==> src/rtl/bp_pkg.sv <==
`default_nettype none
// ============================================================================
//  Module      : bp_pkg
//  Description : Shared types and helpers for the branch prediction tracker.
//                Holds the default table index width, the PC-to-word helper
//                used to index the direction table, the in-flight FIFO entry
//                layout and the update FSM state encoding.
//  Revision    : 1.0 - initial release
// ============================================================================
package bp_pkg;

    localparam int IDX_W_DEF = 10;

    // Instruction-word address of a PC. Callers cast the result down to
    // their table index width, which yields PC[IDX_W+1:2].
    function automatic logic [31:0] pc_word_idx(input logic [31:0] pc);
        return {2'b00, pc[31:2]};
    endfunction

    typedef struct packed {
        logic [31:0] pc;
        logic        pred;
    } fifo_entry_t;

    typedef enum logic [0:0] {
        IDLE  = 1'b0,
        PULSE = 1'b1
    } upd_state_t;

endpackage : bp_pkg
`default_nettype wire

==> src/rtl/bp_inflight_fifo.sv <==
`default_nettype none
// ============================================================================
//  Module      : bp_inflight_fifo
//  Description : DEPTH-entry synchronous FIFO of predicted branches awaiting
//                resolution. Head is presented combinationally. Clear has
//                priority over push/pop and empties the FIFO in one edge.
//  Ports       : i_clk, i_rst_n (sync, active-low), i_push, i_pop, i_clear,
//                i_wr_data (entry to append), o_full, o_empty, o_head.
//  Revision    : 1.0 - initial release
// ============================================================================
module bp_inflight_fifo
    import bp_pkg::*;
#(
    parameter int DEPTH = 4
) (
    input  logic        i_clk,
    input  logic        i_rst_n,
    input  logic        i_push,
    input  logic        i_pop,
    input  logic        i_clear,
    input  fifo_entry_t i_wr_data,
    output logic        o_full,
    output logic        o_empty,
    output fifo_entry_t o_head
);

    localparam int PTR_W = $clog2(DEPTH);
    localparam int CNT_W = PTR_W + 1;

    fifo_entry_t      r_mem_q [DEPTH];
    logic [PTR_W-1:0] r_wr_ptr_q, w_wr_ptr_d;
    logic [PTR_W-1:0] r_rd_ptr_q, w_rd_ptr_d;
    logic [CNT_W-1:0] r_count_q,  w_count_d;

    assign o_full  = (r_count_q == CNT_W'(DEPTH));
    assign o_empty = (r_count_q == '0);
    assign o_head  = r_mem_q[r_rd_ptr_q];

    // DEPTH is a power of two, so pointer increment wraps naturally.
    always_comb begin
        w_wr_ptr_d = r_wr_ptr_q;
        w_rd_ptr_d = r_rd_ptr_q;
        w_count_d  = r_count_q;
        if (i_clear) begin
            w_wr_ptr_d = '0;
            w_rd_ptr_d = '0;
            w_count_d  = '0;
        end else begin
            if (i_push) w_wr_ptr_d = r_wr_ptr_q + PTR_W'(1);
            if (i_pop)  w_rd_ptr_d = r_rd_ptr_q + PTR_W'(1);
            case ({i_push, i_pop})
                2'b10:   w_count_d = r_count_q + CNT_W'(1);
                2'b01:   w_count_d = r_count_q - CNT_W'(1);
                default: w_count_d = r_count_q;
            endcase
        end
    end

    always_ff @(posedge i_clk) begin
        if (!i_rst_n) begin
            r_wr_ptr_q <= '0;
            r_rd_ptr_q <= '0;
            r_count_q  <= '0;
        end else begin
            r_wr_ptr_q <= w_wr_ptr_d;
            r_rd_ptr_q <= w_rd_ptr_d;
            r_count_q  <= w_count_d;
        end
    end

    // When full with a simultaneous pop, the write lands in the slot being
    // popped; the head has already been consumed this cycle.
    always_ff @(posedge i_clk) begin
        if (i_push && !i_clear) begin
            r_mem_q[r_wr_ptr_q] <= i_wr_data;
        end
    end

endmodule : bp_inflight_fifo
`default_nettype wire

==> src/rtl/branch_pred_tracker.sv <==
`default_nettype none
// ============================================================================
//  Module      : branch_pred_tracker
//  Description : Companion to the 2-bit direction table. Latches the table's
//                prediction for each fetched branch, keeps in-flight branches
//                in order, compares each resolution with its prediction and
//                drives the table update strobe.
//  Ports       : CLK, RESET (sync, active-low)
//                Fetch   : FetchValid, FetchIsBranch, FetchPC, PredVec,
//                          FetchStall
//                Predict : PredValid, PredTaken, PredPC (registered)
//                Resolve : ResolveValid, ResolveReady, ResolveTaken, ResolvePC
//                Update  : UpdBranch, UpdTaken, UpdPC
//                Status  : Mispredict, FlushReq (pulses), OrderErr (sticky)
//  Revision    : 1.0 - initial release
// ============================================================================
module branch_pred_tracker
    import bp_pkg::*;
#(
    parameter int IDX_W = IDX_W_DEF,
    parameter int DEPTH = 4
) (
    input  logic                CLK,
    input  logic                RESET,
    input  logic                FetchValid,
    input  logic                FetchIsBranch,
    input  logic [31:0]         FetchPC,
    input  logic [2**IDX_W-1:0] PredVec,
    output logic                FetchStall,
    output logic                PredValid,
    output logic                PredTaken,
    output logic [31:0]         PredPC,
    input  logic                ResolveValid,
    output logic                ResolveReady,
    input  logic                ResolveTaken,
    input  logic [31:0]         ResolvePC,
    output logic                UpdBranch,
    output logic                UpdTaken,
    output logic [31:0]         UpdPC,
    output logic                Mispredict,
    output logic                FlushReq,
    output logic                OrderErr
);

    upd_state_t  r_state_q,      w_state_d;
    logic        r_pred_valid_q, w_pred_valid_d;
    logic        r_pred_taken_q, w_pred_taken_d;
    logic [31:0] r_pred_pc_q,    w_pred_pc_d;
    logic        r_upd_taken_q,  w_upd_taken_d;
    logic [31:0] r_upd_pc_q,     w_upd_pc_d;
    logic        r_mispred_q,    w_mispred_d;
    logic        r_order_err_q,  w_order_err_d;

    logic [IDX_W-1:0] w_fetch_idx;
    fifo_entry_t      w_wr_entry;
    fifo_entry_t      w_head;
    logic             w_full, w_empty;
    logic             w_accept, w_pop, w_mispredict, w_order_bad, w_push;

    assign w_fetch_idx = IDX_W'(pc_word_idx(FetchPC));

    always_comb begin
        w_wr_entry      = '0;
        w_wr_entry.pc   = FetchPC;
        w_wr_entry.pred = PredVec[w_fetch_idx];
    end

    // Ready is gated by RESET so nothing is accepted while reset is held.
    assign ResolveReady = RESET & (r_state_q == IDLE);
    assign w_accept     = ResolveValid & ResolveReady;
    assign w_pop        = w_accept & ~w_empty;
    // Only a real head entry can mispredict; an empty resolve never flushes.
    assign w_mispredict = w_pop & (w_head.pred != ResolveTaken);
    assign w_order_bad  = w_accept & (w_empty | (w_head.pc != ResolvePC));
    // A full FIFO still takes a push when the head leaves the same cycle;
    // a flush drops any push that coincides with it.
    assign w_push       = FetchValid & FetchIsBranch & (~w_full | w_pop)
                          & ~w_mispredict;

    bp_inflight_fifo #(
        .DEPTH (DEPTH)
    ) u_fifo (
        .i_clk     (CLK),
        .i_rst_n   (RESET),
        .i_push    (w_push),
        .i_pop     (w_pop),
        .i_clear   (w_mispredict),
        .i_wr_data (w_wr_entry),
        .o_full    (w_full),
        .o_empty   (w_empty),
        .o_head    (w_head)
    );

    always_comb begin
        w_state_d      = r_state_q;
        w_pred_valid_d = w_push;
        w_pred_taken_d = r_pred_taken_q;
        w_pred_pc_d    = r_pred_pc_q;
        w_upd_taken_d  = r_upd_taken_q;
        w_upd_pc_d     = r_upd_pc_q;
        w_mispred_d    = w_mispredict;
        w_order_err_d  = r_order_err_q | w_order_bad;

        if (w_push) begin
            w_pred_taken_d = w_wr_entry.pred;
            w_pred_pc_d    = FetchPC;
        end

        case (r_state_q)
            IDLE: begin
                if (w_accept) begin
                    w_state_d     = PULSE;
                    w_upd_taken_d = ResolveTaken;
                    w_upd_pc_d    = ResolvePC;
                end
            end
            PULSE:   w_state_d = IDLE;
            default: w_state_d = IDLE;
        endcase
    end

    always_ff @(posedge CLK) begin
        if (!RESET) begin
            r_state_q      <= IDLE;
            r_pred_valid_q <= 1'b0;
            r_pred_taken_q <= 1'b0;
            r_pred_pc_q    <= '0;
            r_upd_taken_q  <= 1'b0;
            r_upd_pc_q     <= '0;
            r_mispred_q    <= 1'b0;
            r_order_err_q  <= 1'b0;
        end else begin
            r_state_q      <= w_state_d;
            r_pred_valid_q <= w_pred_valid_d;
            r_pred_taken_q <= w_pred_taken_d;
            r_pred_pc_q    <= w_pred_pc_d;
            r_upd_taken_q  <= w_upd_taken_d;
            r_upd_pc_q     <= w_upd_pc_d;
            r_mispred_q    <= w_mispred_d;
            r_order_err_q  <= w_order_err_d;
        end
    end

    assign FetchStall = w_full;
    assign PredValid  = r_pred_valid_q;
    assign PredTaken  = r_pred_taken_q;
    assign PredPC     = r_pred_pc_q;
    assign UpdBranch  = (r_state_q == PULSE);
    assign UpdTaken   = r_upd_taken_q;
    assign UpdPC      = r_upd_pc_q;
    assign Mispredict = r_mispred_q;
    assign FlushReq   = r_mispred_q;
    assign OrderErr   = r_order_err_q;

endmodule : branch_pred_tracker
`default_nettype wire

==> config.mk <==
export PLATFORM = sky130hd
export DESIGN_NAME = branch_pred_tracker
export DESIGN_NICKNAME = d
export VERILOG_FILES = /design/src/rtl/bp_pkg.sv /design/src/rtl/bp_inflight_fifo.sv /design/src/rtl/branch_pred_tracker.sv
export SDC_FILE = /design/constraint.sdc
export NUM_CORES = 1
export LEC_CHECK = 0
export BUFFER_PORTS_ARGS = -buffer_cell sky130_fd_sc_hd__buf_2
export CELL_PAD_IN_SITES_DETAIL_PLACEMENT = 0
export CELL_PAD_IN_SITES_GLOBAL_PLACEMENT = 1
export CORE_AREA = 3 3 459 461
export DETAILED_ROUTE_END_ITERATION = 16
export DIE_AREA = 0 0 462 464
export PLACE_DENSITY_LB_ADDON = 0.1
export SLEW_MARGIN = 15
export SYNTH_ARGS = -nofsm -noshare
export SYNTH_HDL_FRONTEND = slang
export SYNTH_SLANG_ARGS = --single-unit
==> constraint.sdc <==
create_clock -name CLK -period 8.7 [get_ports CLK]
set_clock_uncertainty 0.05 [all_clocks]
set_input_delay 0.87 -clock CLK [delete_from_list [all_inputs] [get_ports CLK]]
set_output_delay 0.87 -clock CLK [all_outputs]
set_load 0.01 [all_outputs]
==> metrics.txt, run 1 <==
R2R Setup Slk 4.02 ns; DP HPWL 128000 um; post-synth net total 2370; Post-Route Utilization 12.7%; Startpoint Class input port; drt via density 3.32; DRC Markers 0; CTS tree yes; FF/Latch Area 5550 um2; Post-Route WL 148000 um; setup bufs post-CTS 0; Syn-to-layout area delta 59.5%; Worst-Skew Late Latency 0.53 ns; H-tree depth 1; ratio of cells with drive above 1 in the final layout 64.5%; post-CTS sizing 0; TritonCTS buffer count 24; VDD IR-drop max 0.117 mV; Post-Syn Instances 1270; Syn. warnings 0; max-cap violations 0; setup TNS 0 ns; global-route wire length before repair 189000 um; Pleak 10.3 nW; CTS Hold Bufs 0; Worst path top cell family by delay multiplexers; crit path max fanout 80; CP startpoint FetchPC[2]; syn_area_per_cell 13.0 um2; Worst path max stage delay 0.60 ns; Crit Path Class in -> reg; ys flop type edfxtp_1; Detail Route Antenna Nets 0; pwr/cell area 121 nW/um2; root buf cell clkbuf_16; WP data required 9.08 ns; overall power 3.18 mW; worst hold path class reg -> reg; # fillers 23700; CTS sink cnt 211; Starting Density 7.98%; largest net degree at the start of global routing 119; Setup violations, final 0; multi-input combinational cell area 10300 um2; Hold Startpoint UpdPC[7]$_SDFFE_PN0P_; most frequent cell after synthesis mux4_2; CP max stage cell mux4_2; Post-synth ARST share 0%; Netlist cell types 64; Max clock buf depth 3; Top-Level Pins 1167; Tcrit/Tclk final 55.9%; Worst path most repeated cell mux4_2; Period minus WS final 4.86 ns; Die W 462 um; vias in the first global route 19400; antenna violations before repair 91; Final #Nets 3470; Rel. slew slack 28.9%; CP Capture Type flip-flop; worst-path cell chain buf_8 > buf_12 > mux4_2 > mux2_2 > mux4_2 > a211oi_1 > o32ai_1 > nor4_2 > o22ai_1 > o21ba_1; RSZ-0062 raised after global routing false; final std cell area, no fill 26300 um2; register area share after synthesis 33.6%; core area 207000 um2; clk slew on worst S/H paths 0.06 ns; EDFF count, synth 132; top cells by count, synth mux4_2, nand2_1, edfxtp_1; Avg WL per Cell 28.9 um; Buffers & Inverters on Critical Path 2; total global routing overflow 0; IO Port Bufs 1166; Worst Tran Pin Value 1.04 ns; Synth top area share 36.7%; Post-Synthesis Cell Area 16500 um2; ranking of synthesized cells by area mux4_2, edfxtp_1, dfxtp_1; # rows 167; DR vias 16900; Data arrival, critical path 5.24 ns; status complete, no violations; cell accounting for the most synthesized area mux4_2; fmax 206 MHz; DP Area 25500 um2; Hold Fails Final Rpt 0; post-synthesis sequential element count 211; die footprint 214000 um2; die extent in y 464 um; smallest hold slack 0.401 ns; Slew Viols, Final 0; gr usage total 13.2%; Starting DRT DRC Count 757; DRT Pass-1 Iters 4; gp weighted congestion 0.886
==> sequential cells by signal (all words and copies together), names as in the netlist, 2 cells and up, named ones only <==
name and count:
u_fifo.r_count_q 3, u_fifo.r_mem_q 132, u_fifo.r_rd_ptr_q 2, u_fifo.r_wr_ptr_q 2, UpdPC 32, PredPC 32
==> per-stage QoR <==
| stage | instances | setup WS [ns] |
|---|---|---|
| after detailed placement | 5048 | 3.11 |
| after CTS | 5092 | 3.69 |
| final | 5112 | 3.84 |
| after global placement | 5047 | 3.08 |
| after global routing | 5097 | 3.52 |
| after floorplan | 1270 | 4.83 |
==> cell usage in the layout, fill, tap and decap left out, drive strengths merged, types with 28 or more instances in the layout <==
| master | count |
|---|---|
| a22oi | 35 |
| edfxtp | 132 |
| nand2 | 169 |
| buf | 1200 |
| dfxtp | 79 |
| xnor2 | 35 |
| o21ai | 45 |
| nor2 | 28 |
| mux2i | 72 |
| clkbuf | 28 |
| a21boi | 34 |
| mux4 | 272 |
==> metal layers <==
metal	GRT usage, %	vias up	share of wire (%)
met3	2.55	164	5.6
li1	-	7443	-
met4	0.883	46	0.93
met1	14.2	8538	37
met5	0	-	0.21
met2	26.9	758	57
==> cell type report <==
type                       count  area share, %
antenna                       20          0.190
sequential                   211           21.1
multi-input combinational    917           39.3
clock inverter                16          0.527
inverter                      16          0.228
tap                         2704           12.8
timing repair buffer        1200           23.5
clock buffer                  28           2.42
==> report_power, final <==
group / leakage, nW / switching, mW / internal, mW
Combinational: 8.06 / 0.564 / 0.488
Sequential: 1.85 / 0.0164 / 1.10
Clock: 0.364 / 0.429 / 0.584
==> cell families after synthesis <==
| family | count (synthesis) | synth area share (%) |
|---|---|---|
| compound gates | 221 | 9.20 |
| xor+xnor | 39 | 2.07 |
| fa+ha+maj | 6 | 0.500 |
| buf+inv | 142 | 4.08 |
| flops | 211 | 33.6 |
| mux | 356 | 42.4 |
| simple gates | 295 | 8.19 |
==> worst reg2reg max path: stages, from the launching register on <==
cell and delay, ns:
dfxtp_4 0.33, buf_4 0.60, mux4_2 0.64, xnor2_1 0.14, or3_1 0.41, and2_2 0.31
buf_4 0.20, inv_2 0.42, buf_4 0.30, ha_1 0.21, inv_1 0.07, fa_1 0.39
xor2_1 0.16, nor2_1 0.13, xnor2_1 0.14, nor2_1 0.06
==> path summary, 6_finish.rpt <==
path / to / cells past startpoint
setup / recovery: PredTaken$_SDFFE_PN0P_ / 10
hold / removal: UpdPC[7]$_SDFFE_PN0P_ / 2
setup reg to reg: u_fifo.r_count_q[2]$_SDFFE_PP0P_ / 15
hold reg to reg: UpdPC[7]$_SDFFE_PN0P_ / 2
No activity file was read; power rests on OpenSTA's default activity.
==> inputs of run 2 (changes only) <==
CORE_AREA = 3 3 456 458   (was 3 3 459 461)
DIE_AREA = 0 0 459 461   (was 0 0 462 464)
clock period = 4.1 ns   (was 8.7 ns; I/O delays follow)
==> run 2 against run 1 <==
First-iteration DRC count down 14%. Core utilization increased by 0.51 points. Register-to-register slack lost 3.0 ns. Sequential power is 110% higher. Global-route usage increased by 0.42 points. Routed wire length increased by 2.0%. Sequential share of layout area down 0.57 points. Count of clock-buffer cells in the layout up 5. Die area is 1.3% lower. Hold slack worse by 0.34 ns.
==> metrics.txt, run 2 (same netlist as run 1, synthesis figures left out) <==
DRT Pass-1 Iters 5 (was 4); M2 GR Usage 27.4% (was 26.9%); Placement Setup Slack -0.288 ns (was 3.11 ns); RSZ-0062 raised after global routing false (unchanged); overall power 6.91 mW (was 3.18 mW); Tcrit/Tclk final 87.4%; CP Capture Type flip-flop (unchanged); pwr/cell area 256 nW/um2 (was 121 nW/um2); ratio of cells with drive above 1 in the final layout 65.3% (was 64.5%); Startpoint Class input port (unchanged); smallest hold slack 0.0645 ns (was 0.401 ns); Worst-Skew Late Latency 0.54 ns (was 0.53 ns); gp weighted congestion 0.893 (was 0.886); most frequent cells in the layout buf_2, mux4_2, nand2_1, edfxtp_1, buf_4 (was buf_2, mux4_2, nand2_1, edfxtp_1, dfxtp_1); root buf cell clkbuf_16 (unchanged); met1 Use GR 14.5% (was 14.2%); global-route wire length before repair 193000 um (was 189000 um); Crit Path Class in -> reg (unchanged); VDD IR-drop max 0.257 mV (was 0.117 mV); core area 204000 um2 (was 207000 um2); CTS Hold Bufs 0 (unchanged); status complete, no violations (unchanged); DRC Markers 0 (unchanged); gr usage total 13.6% (was 13.2%); WP data required 4.49 ns (was 9.08 ns); busiest grt layer met2 (unchanged); Rel. slew slack 35.4% (was 28.9%); Starting Density 8.08% (was 7.98%); DR vias 17500 (was 16900); Max clock buf depth 3 (unchanged); multi-input combinational cell area 10300 um2 (about the same); vias in the first global route 19900 (was 19400); Top-Level Pins 1167 (unchanged); Worst Tran Pin Value 0.942 ns (was 1.04 ns); Pleak 10.7 nW (was 10.3 nW); Starting DRT DRC Count 652 (was 757); Die W 459 um (was 462 um); max-cap violations 0 (unchanged); TritonCTS buffer count 24 (unchanged); Detail Route Antenna Nets 0 (unchanged); fmax 279 MHz; slack of the critical path 0.515 ns (was 3.84 ns); FF/Latch Area 5550 um2 (about the same); CTS sink cnt 211 (unchanged); largest net degree at the start of global routing 70 (was 119); CTS tree yes (unchanged); Hold Fails Final Rpt 0 (unchanged); max FFs per register 132 (unchanged); Slew Viols, Final 0 (unchanged); Period minus WS final 3.58 ns; # rows 166 (was 167); drt via density 3.38 (was 3.32); Setup violations, final 0 (unchanged); total global routing overflow 0 (unchanged); die footprint 212000 um2 (was 214000 um2); setup bufs post-CTS 0 (unchanged); Biggest register u_fifo.r_mem_q (unchanged); clk slew on worst S/H paths 0.06 ns (about the same); IO Port Bufs 1166 (unchanged); most common cell after layout, fill and taps aside buf_2 (unchanged); H-tree depth 1 (unchanged); die extent in y 461 um (was 464 um); DP HPWL 131000 um (was 128000 um); Syn-to-layout area delta 63.9% (was 59.5%); Final #Nets 3549 (was 3470); crit path max fanout 56 (was 80); Post-Route WL 151000 um (was 148000 um); worst hold path class in -> reg (was reg -> reg); Avg WL per Cell 29.1 um (was 28.9 um); # fillers 23400 (was 23700); Data arrival, critical path 3.97 ns (was 5.24 ns); post-CTS sizing 0 (unchanged); met3 Use GR 3.18% (was 2.55%); antenna violations before repair 137 (was 91)
[run 2: cell count changes in the layout (fill, tap and decap cells not counted), moves of 3 or more]
cell        before  now
buf_12           4   14
buf_4           31  101
clkbuf_1         3    6
clkinv_2         4    7
clkinvlp_2       4    0
clkinvlp_4       3    0
diode_2         20   31
[run 2: layer usage]
| metal | up-vias | wire length (um) |
|---|---|---|
| met5 | - | 485 |
| met4 | 80 | 2350 |
| met3 | 224 | 9020 |
| met2 | 778 | 84200 |
| met1 | 8847 | 54600 |
| li1 | 7609 | - |
[run 2: path summary, 6_finish.rpt]
path | cells past startpoint | start | endpoint | slack, ns
setup reg to reg | 12 | u_fifo.r_mem_q[0][0]$_DFFE_PP_ | u_fifo.r_count_q[2]$_SDFFE_PP0P_ | 1.03
hold reg to reg | 2 | UpdPC[14]$_SDFFE_PN0P_ | UpdPC[14]$_SDFFE_PN0P_ | 0.40
hold / removal | 1 | FetchPC[28] | u_fifo.r_mem_q[0][29]$_DFFE_PP_ | 0.06
setup / recovery | 11 | FetchPC[3] | PredTaken$_SDFFE_PN0P_ | 0.52
[run 2: where the power goes]
group / switching [mW] / internal [mW]
sequential: 0.0325 / 2.34
combinational: 1.19 / 1.11
clock: 0.906 / 1.34
total: 2.13 / 4.78
[run 2: per-stage QoR]
step           instance area [um2]  utilization [%]  instances  TNS (ns)
3_3_place_gp                 26200             12.8       5111     -1.56
2_1_floorplan                16500                -       1270         0
5_1_grt                      27000             13.2       5170         0
3_5_place_dp                 26200             12.8       5111     -1.32
4_1_cts                      27000             13.2       5154         0
6_report                     27100             13.2       5185         0
[run 2: cell type report]
cell class                 count  share of cell area [%]
clock buffer                  33                    2.50
timing repair buffer        1279                    25.5
tap                         2688                    12.4
sequential                   211                    20.5
antenna                       31                   0.287
clock inverter                10                   0.458
inverter                      16                   0.227
multi-input combinational    917                    38.1
[run 2: worst max-delay path, stage by stage]
cell,delay [ns]
buf_8,0.42
buf_12,0.35
mux4_2,0.65
a211oi_1,0.60
buf_4,0.22
a22oi_1,0.06
nand4_1,0.10
and4_1,0.38
o22ai_1,0.19
buf_4,0.19
o21ba_1,0.17
